`src/rtl/dsp_mac_seq_pkg.sv`:
```
// dsp_mac_seq_pkg
// Shared definitions for the DSP-slice MAC sequencer: controller state
// encoding, the per-slot tag carried alongside the slice pipeline, and the
// slice OPMODE values used to start and continue an accumulation.
package dsp_mac_seq_pkg;

  typedef enum logic [1:0] {
    IDLE  = 2'd0,
    ACCUM = 2'd1,
    DRAIN = 2'd2,
    HOLD  = 2'd3
  } state_e;

  // One tag per slot issued into the slice; follows the operand through
  // the A1/B1 and M register stages.
  typedef struct packed {
    logic live;   // slot carries a real operand pair
    logic first;  // slot is the first pair of its vector
  } tag_t;

  localparam logic [7:0] OPM_FIRST = 8'h01;  // X=M, Z=0 : restart sum
  localparam logic [7:0] OPM_ACC   = 8'h09;  // X=M, Z=P : accumulate

endpackage

```
`src/rtl/dsp_mac_seq.sv`:
```
// dsp_mac_seq
// Sequencer that streams signed 18x18 operand pairs into an external DSP
// slice (A1/B1/M/P/OPMODE registered, latency DSP_LAT) and presents the
// dot product of each vector once the slice has finished summing it.
//
// Ports
//   clk, RST                 clock, async active-high reset
//   s_valid/s_ready/s_last   operand stream handshake, s_last ends a vector
//   s_a, s_b                 signed operand pair
//   dsp_a, dsp_b             slice A/B inputs (zero when nothing issued)
//   dsp_opmode               slice OPMODE, one cycle after the matching issue
//   dsp_ce, dsp_cep          slice CEA/CEB/CEM/CEOPMODE and CEP
//   dsp_rst                  slice synchronous reset
//   dsp_p                    slice P output
//   m_valid/m_ready          result handshake
//   m_data, m_count          48-bit sum and number of pairs (saturating)
module dsp_mac_seq
  import dsp_mac_seq_pkg::*;
#(
  parameter int CNT_W   = 16,
  parameter int DSP_LAT = 3
) (
  input  logic             clk,
  input  logic             RST,
  input  logic             s_valid,
  input  logic             s_last,
  input  logic [17:0]      s_a,
  input  logic [17:0]      s_b,
  output logic             s_ready,
  output logic [17:0]      dsp_a,
  output logic [17:0]      dsp_b,
  output logic [7:0]       dsp_opmode,
  output logic             dsp_ce,
  output logic             dsp_cep,
  output logic             dsp_rst,
  input  logic [47:0]      dsp_p,
  output logic             m_valid,
  input  logic             m_ready,
  output logic [47:0]      m_data,
  output logic [CNT_W-1:0] m_count
);

  localparam int DW = $clog2(DSP_LAT + 1);
  // DRAIN spans DSP_LAT-1 cycles; counter runs 0 .. DSP_LAT-2.
  localparam logic [DW-1:0] DRAIN_END = DW'(DSP_LAT - 2);

  state_e           state_q;
  tag_t [1:0]       tag_q;
  logic [CNT_W-1:0] cnt_q, cnt_d;
  logic [DW-1:0]    drain_q;
  logic [7:0]       opm_q;
  logic             rst_q;
  logic             xfer, first;

  // rst_q keeps the slice in reset for the first edge after RST drops, and
  // blocks operand accept during that cycle so no pair is lost to it.
  assign s_ready = (state_q == IDLE || state_q == ACCUM) && !rst_q;
  assign xfer    = s_valid && s_ready;
  assign first   = xfer && (state_q == IDLE);

  assign dsp_a      = xfer ? s_a : '0;
  assign dsp_b      = xfer ? s_b : '0;
  assign dsp_opmode = opm_q;
  assign dsp_ce     = (state_q != HOLD) && !rst_q;
  assign dsp_cep    = (state_q == ACCUM) || (state_q == DRAIN);
  assign dsp_rst    = rst_q;

  // P holds still in HOLD because CEP is low there.
  assign m_valid = (state_q == HOLD);
  assign m_data  = m_valid ? dsp_p : '0;
  assign m_count = m_valid ? cnt_q : '0;

  // Pairs are counted as they land in P (tag stage 1 lines up with the P
  // edge), so the count is final exactly when HOLD is entered.
  always_comb begin
    cnt_d = cnt_q;
    if (tag_q[1].first)      cnt_d = CNT_W'(1);
    else if (cnt_q != '1)    cnt_d = cnt_q + CNT_W'(1);
  end

  always_ff @(posedge clk or posedge RST) begin
    if (RST) begin
      state_q <= IDLE;
      tag_q   <= '0;
      cnt_q   <= '0;
      drain_q <= '0;
      opm_q   <= '0;
      rst_q   <= 1'b1;
    end else begin
      rst_q <= 1'b0;

      if (dsp_ce) begin
        tag_q[0] <= '{live: xfer, first: first};
        tag_q[1] <= tag_q[0];
        // Bubbles get OPM_ACC with M=0, so they add nothing.
        opm_q    <= first ? OPM_FIRST : OPM_ACC;
        if (tag_q[1].live) cnt_q <= cnt_d;
      end

      case (state_q)
        IDLE: if (xfer) begin
          state_q <= s_last ? DRAIN : ACCUM;
          drain_q <= '0;
        end
        ACCUM: if (xfer && s_last) begin
          state_q <= DRAIN;
          drain_q <= '0;
        end
        DRAIN: begin
          if (drain_q == DRAIN_END) state_q <= HOLD;
          else                      drain_q <= drain_q + DW'(1);
        end
        HOLD: if (m_ready) state_q <= IDLE;
        default: state_q <= IDLE;
      endcase
    end
  end

endmodule
```
`config.mk`:
```
export PLATFORM = sky130hd
export DESIGN_NAME = dsp_mac_seq
export DESIGN_NICKNAME = d
export VERILOG_FILES = /design/src/rtl/dsp_mac_seq_pkg.sv /design/src/rtl/dsp_mac_seq.sv
export SDC_FILE = /design/constraint.sdc
export NUM_CORES = 1
export LEC_CHECK = 0
export CAP_MARGIN = 20
export CORE_AREA = 2 2 108 68
export CTS_BUF_LIST = sky130_fd_sc_hd__clkbuf_8
export DETAILED_ROUTE_END_ITERATION = 16
export DIE_AREA = 0 0 110 70
export GPL_TIMING_DRIVEN = 0
export PLACE_DENSITY = 0.88
export SETUP_SLACK_MARGIN = 0.02
export SLEW_MARGIN = 20
export SYNTH_ARGS = -nofsm -noshare
export SYNTH_HDL_FRONTEND = slang
export SYNTH_SLANG_ARGS = --single-unit
```
`constraint.sdc`:
```
create_clock -name clk -period 6.3 [get_ports clk]
set_input_delay 1.89 -clock clk [delete_from_list [all_inputs] [get_ports clk]]
set_output_delay 1.89 -clock clk [all_outputs]
set_load 0.02 [all_outputs]
```
; Yosys cells after proc, flatten, opt, wreduce, memory -nomap -nowiden
; Index checks and enable logic that the tools add are counted.
[word_totals]
register_bits = 33
in_bits = 89
out_inout_bits = 113
wordCells = 53
[op_classes]
n_addsub = 2
n_eq_ne = 11
muxes = 17
reduce_logical = 14
[op_table]
columns = op, count
row1 = $mux 16, 3
row2 = $mux 48, 1
row3 = $mux 18, 2
row4 = $add 16x1->16 const B, 1
row5 = $mux 2, 8
row6 = $ne 16x16->1 const B, 1
row7 = $pmux 2 s4, 1
row8 = $reduce_and 4->1, 2
row9 = $ne 2x1->1 const B, 3
row10 = $ne 2x2->1 const B, 3
row11 = $pmux 2 s3, 1
row12 = $logic_and 1x1->1, 5
row13 = $eq 2x1->1 const B, 2
row14 = $eq 2x2->1 const B, 2
row15 = $mux 4, 1
row16 = $reduce_and 3->1, 1
row17 = $reduce_bool 3->1, 1
row18 = $add 2x1->2 const B, 1
row19 = $logic_not 2->1, 1
row20 = $logic_or 1x1->1, 2
row21 = $reduce_bool 2->1, 1
row22 = $logic_not 1->1, 1

; Logic depth before layout (Yosys ltp)
[logic_depth]
word_depth = 7
ltp_mapped = 7
mapped_depth_nobuf = 5

; Worst setup path before layout
; Ideal clock, no wire load.
[synth_timing]
path_kind = input to output
start = input s_valid
end = output dsp_a[10]
t_arrival_ns = 2.756
required_ns = 4.410
slack_ns = 1.654
stages = 4
cell_sequence = nand2b_1 -> nor2_1 -> clkbuf_1 -> and2_1
[synth_between]
elab_chain_cells = 2
[synth_rtl]
columns = item, line_no
row1 = start: declaration, dsp_mac_seq.sv:25  ; input logic s_valid,
row2 = $logic_and 1x1->1, dsp_mac_seq.sv:58  ; assign xfer = s_valid && s_ready;
row3 = $mux 18, dsp_mac_seq.sv:61  ; assign dsp_a = xfer ? s_a : '0;
row4 = end: declaration, dsp_mac_seq.sv:30  ; output logic [17:0] dsp_a,
; Every way passes these cells.

; Worst setup path in the final report
[layout_timing]
start = input s_valid
end = output dsp_b[12]
[layout_between]
elab_chain_cells = 2
[layout_rtl]
columns = item, line_no
row1 = $logic_and 1x1->1, dsp_mac_seq.sv:58
row2 = $mux 18, dsp_mac_seq.sv:62  ; assign dsp_b = xfer ? s_b : '0;
row3 = end: declaration, dsp_mac_seq.sv:31  ; output logic [17:0] dsp_b,
; Every way passes these cells.

==> flow_metrics.tcl <==
set metrics [dict create \
    run_status "finished, final reports clean" \
    critPathLaunchType "input pin" \
    hold_class "reg2reg" \
    drv_cap 0 \
    hold_viol 0 \
    cts.clk_slew.worst_paths_ns 0.09 \
    worstPathArrival_ns 4.21 \
    die_area_um2 7700 \
    synth-edff-count 0 \
    async_flop_share_pct 100 \
    routed_wl_um 10600 \
    htreeDepth 1 \
    max_clock_freq_ghz 0.164 \
    cts_tree "built" \
    syn2layout_area_growth_pct 91.0 \
    syn_area_um2 2340 \
    slowest_stage "clkdlybuf4s50_1" \
    worst_pin_slew_ns 0.658 \
    synth_compound_area_share_pct 15.5 \
    layout.cells.non_filler 584 \
    grt_overflow 0 \
    floorplan.initialDensity_pct 34.1 \
    seq_area_frac_synth_pct 28.9 \
    grt_pass1_wl_um 15800 \
    avgSynthCellArea_um2 8.14 \
    wire_per_inst_um 18.2 \
    synth_top_family_by_area "simple AND/OR/NAND/NOR gates" \
    synthMuxAreaShare_pct 4.43 \
    ys_ff_latch 27 \
    power.total_mw 1.44 \
    port_buffers 195 \
    cp_max_fo 10 \
    hpwl_um 9200 \
    crit_top_cell "clkdlybuf4s50_1" \
    gp_congestion 1.03 \
    yosys_most_used_dff "dfrtp_1" \
    rsz0062_at_grt "no" \
    dr.pass1.iters 5 \
    setup_viol 0 \
    whs_ns 0.480 \
    cp_cell_sequence "clkdlybuf4s50_1, nand2b_1, nor2_1, clkbuf_1, and2_1, clkdlybuf4s50_1" \
    drt-initial-drc-count 168 \
    min_period_over_period_pct 96.9 \
    slowest_delay_ns 0.63 \
    ant_nets 0 \
    die_w_um 110 \
    synth-adder-area-share_pct 3.20 \
    timing.final.crit_period_ns 6.10 \
    first_global_vias 2872 \
    finalNetCount 589 \
    clock-root-buffer "clkbuf_8" \
    leakage_nw 1.83 \
    rrSetupSlack_ns 4.07 \
    most-common-layout-cells "clkdlybuf4s50_1 (195), and2_1 (97), dfrtp_1 (26), nor2_1 (20)" \
    postCtsHoldBufs 0 \
    cts_resized 0 \
    syn_inst 288 \
    vias 2892 \
    drc_errors 0 \
    cts_setup_buffers 0 \
    crit_required_ns 4.41 \
    io_pins 202 \
    ys_types 58 \
    final_common_cell "clkdlybuf4s50_1" \
    grt_max_degree 28 \
    synth_xor_xnor_area_share_pct 0 \
    yosys_warnings 0 \
    drive_above_1_share_pct 5.48 \
    slew_violations 0 \
    antenna_found_initial 0 \
    synthSimpleGateAreaFrac_pct 39.8 \
    clockBufferDepth 2 \
    worstSetupPathType "in2out" \
    place_inst 580 \
    cts_buffers 3 \
    skew_ns 0.00119 \
    antennaDiodeCount 0 \
    p_per_area_nw_per_um2 321 \
    fin_tns_setup_ns 0 \
    core_area_um2 6880 \
    slew_headroom_pct 55.7 \
    fillerInstances 589 \
    clock_latency_ns 0.27 \
    track_usage_pct 27.3 \
    rows 24 \
    endpoint_kind "output pin" \
    routed_via_density 4.95 \
    die_height_um 70 \
    vdd_drop_max_mv 0.158 \
    cts.sinks 27 \
]
[metrics by stage]
step / instance area (um2) / worst slack (ns) / utilization (%)
final: 4480 / 0.195 / 65.1
after global routing: 4480 / 0.0237 / 65.1
after CTS: 4480 / 0.180 / 65.1
after detailed placement: 4430 / 0.192 / 64.5
after global placement: 4430 / 0.250 / 64.5
after floorplan: 2370 / 1.65 / -
[worst paths after layout]
check,depth (start not counted),start,to
max,6,s_valid,dsp_b[12]
min,1,dsp_opmode[0],dsp_opmode[0]
max reg2reg,5,cnt_q[0],cnt_q[10]
min reg2reg,1,dsp_opmode[0],dsp_opmode[0]
max in group asynchronous,2,RST,dsp_rst
min in group asynchronous,2,RST,drain_q[0]
[state kept, by name, indices dropped and copies added (netlist names)]
name and flops:
cnt_q 16, tag_q 4, drain_q 2, dsp_opmode 2, state_q 2, dsp_rst 1
[kinds of logic after synthesis]
kind of cell               Yosys count
adders and majority gates            6
AOI/OAI and AO/OA                   50
buffers and inverters               37
muxes                               10
other                                1
DFF                                 27
and+or+nand+nor                    157
[synth_stat cells (all sizes together) (2+ instances only)]
master,instances,area share [%]
buf,11,3.9
nand2,7,1.1
nand3,6,1.5
nand2b,2,0.53
a31oi,2,0.53
nor2,20,3.2
clkbuf,12,1.9
mux2i,7,3.0
o211a,2,0.85
and2,97,26
or4,2,0.80
nor3,7,1.5
a22o,2,0.75
mux2,3,1.4
nor2b,2,0.53
inv,14,2.2
a21oi,5,1.2
ha,6,3.2
a41o,2,0.85
a221oi,2,0.75
nor4,2,1.2
a21o,2,0.64
dfrtp,26,28
o21ai,14,3.0
or2,2,0.53
o22a,2,0.80
nand4,5,1.3
[layout make-up]
cell class / count / area, um2 / share of cell area (%)
multi-input combinational: 230 / 1500 / 33.5
sequential: 27 / 677 / 15.1
timing repair buffer: 195 / 1950 / 43.6
clock buffer: 3 / 41.3 / 0.922
buffer: 23 / 136 / 3.05
clock inverter: 1 / 3.75 / 0.0838
inverter: 14 / 52.6 / 1.17
tap: 91 / 114 / 2.54
[critical path, delay by kind of cell]
kind,cells,cell delay (ns)
buffers and inverters,3,1.48
and+or+nand+nor,3,0.83
[metal layers]
metal / track usage, % / part of all wire (%)
met5: 0 / 0
met4: 7.45 / 3.4
met3: 7.10 / 8.3
met2: 46.6 / 48
met1: 33.7 / 40
[power by group]
part	internal, mW	total, mW	switching (mW)
combinational	0.494	1.07	0.571
clock	0.0438	0.101	0.0568
sequential	0.221	0.273	0.0513
(Power assumes the default switching activity.)
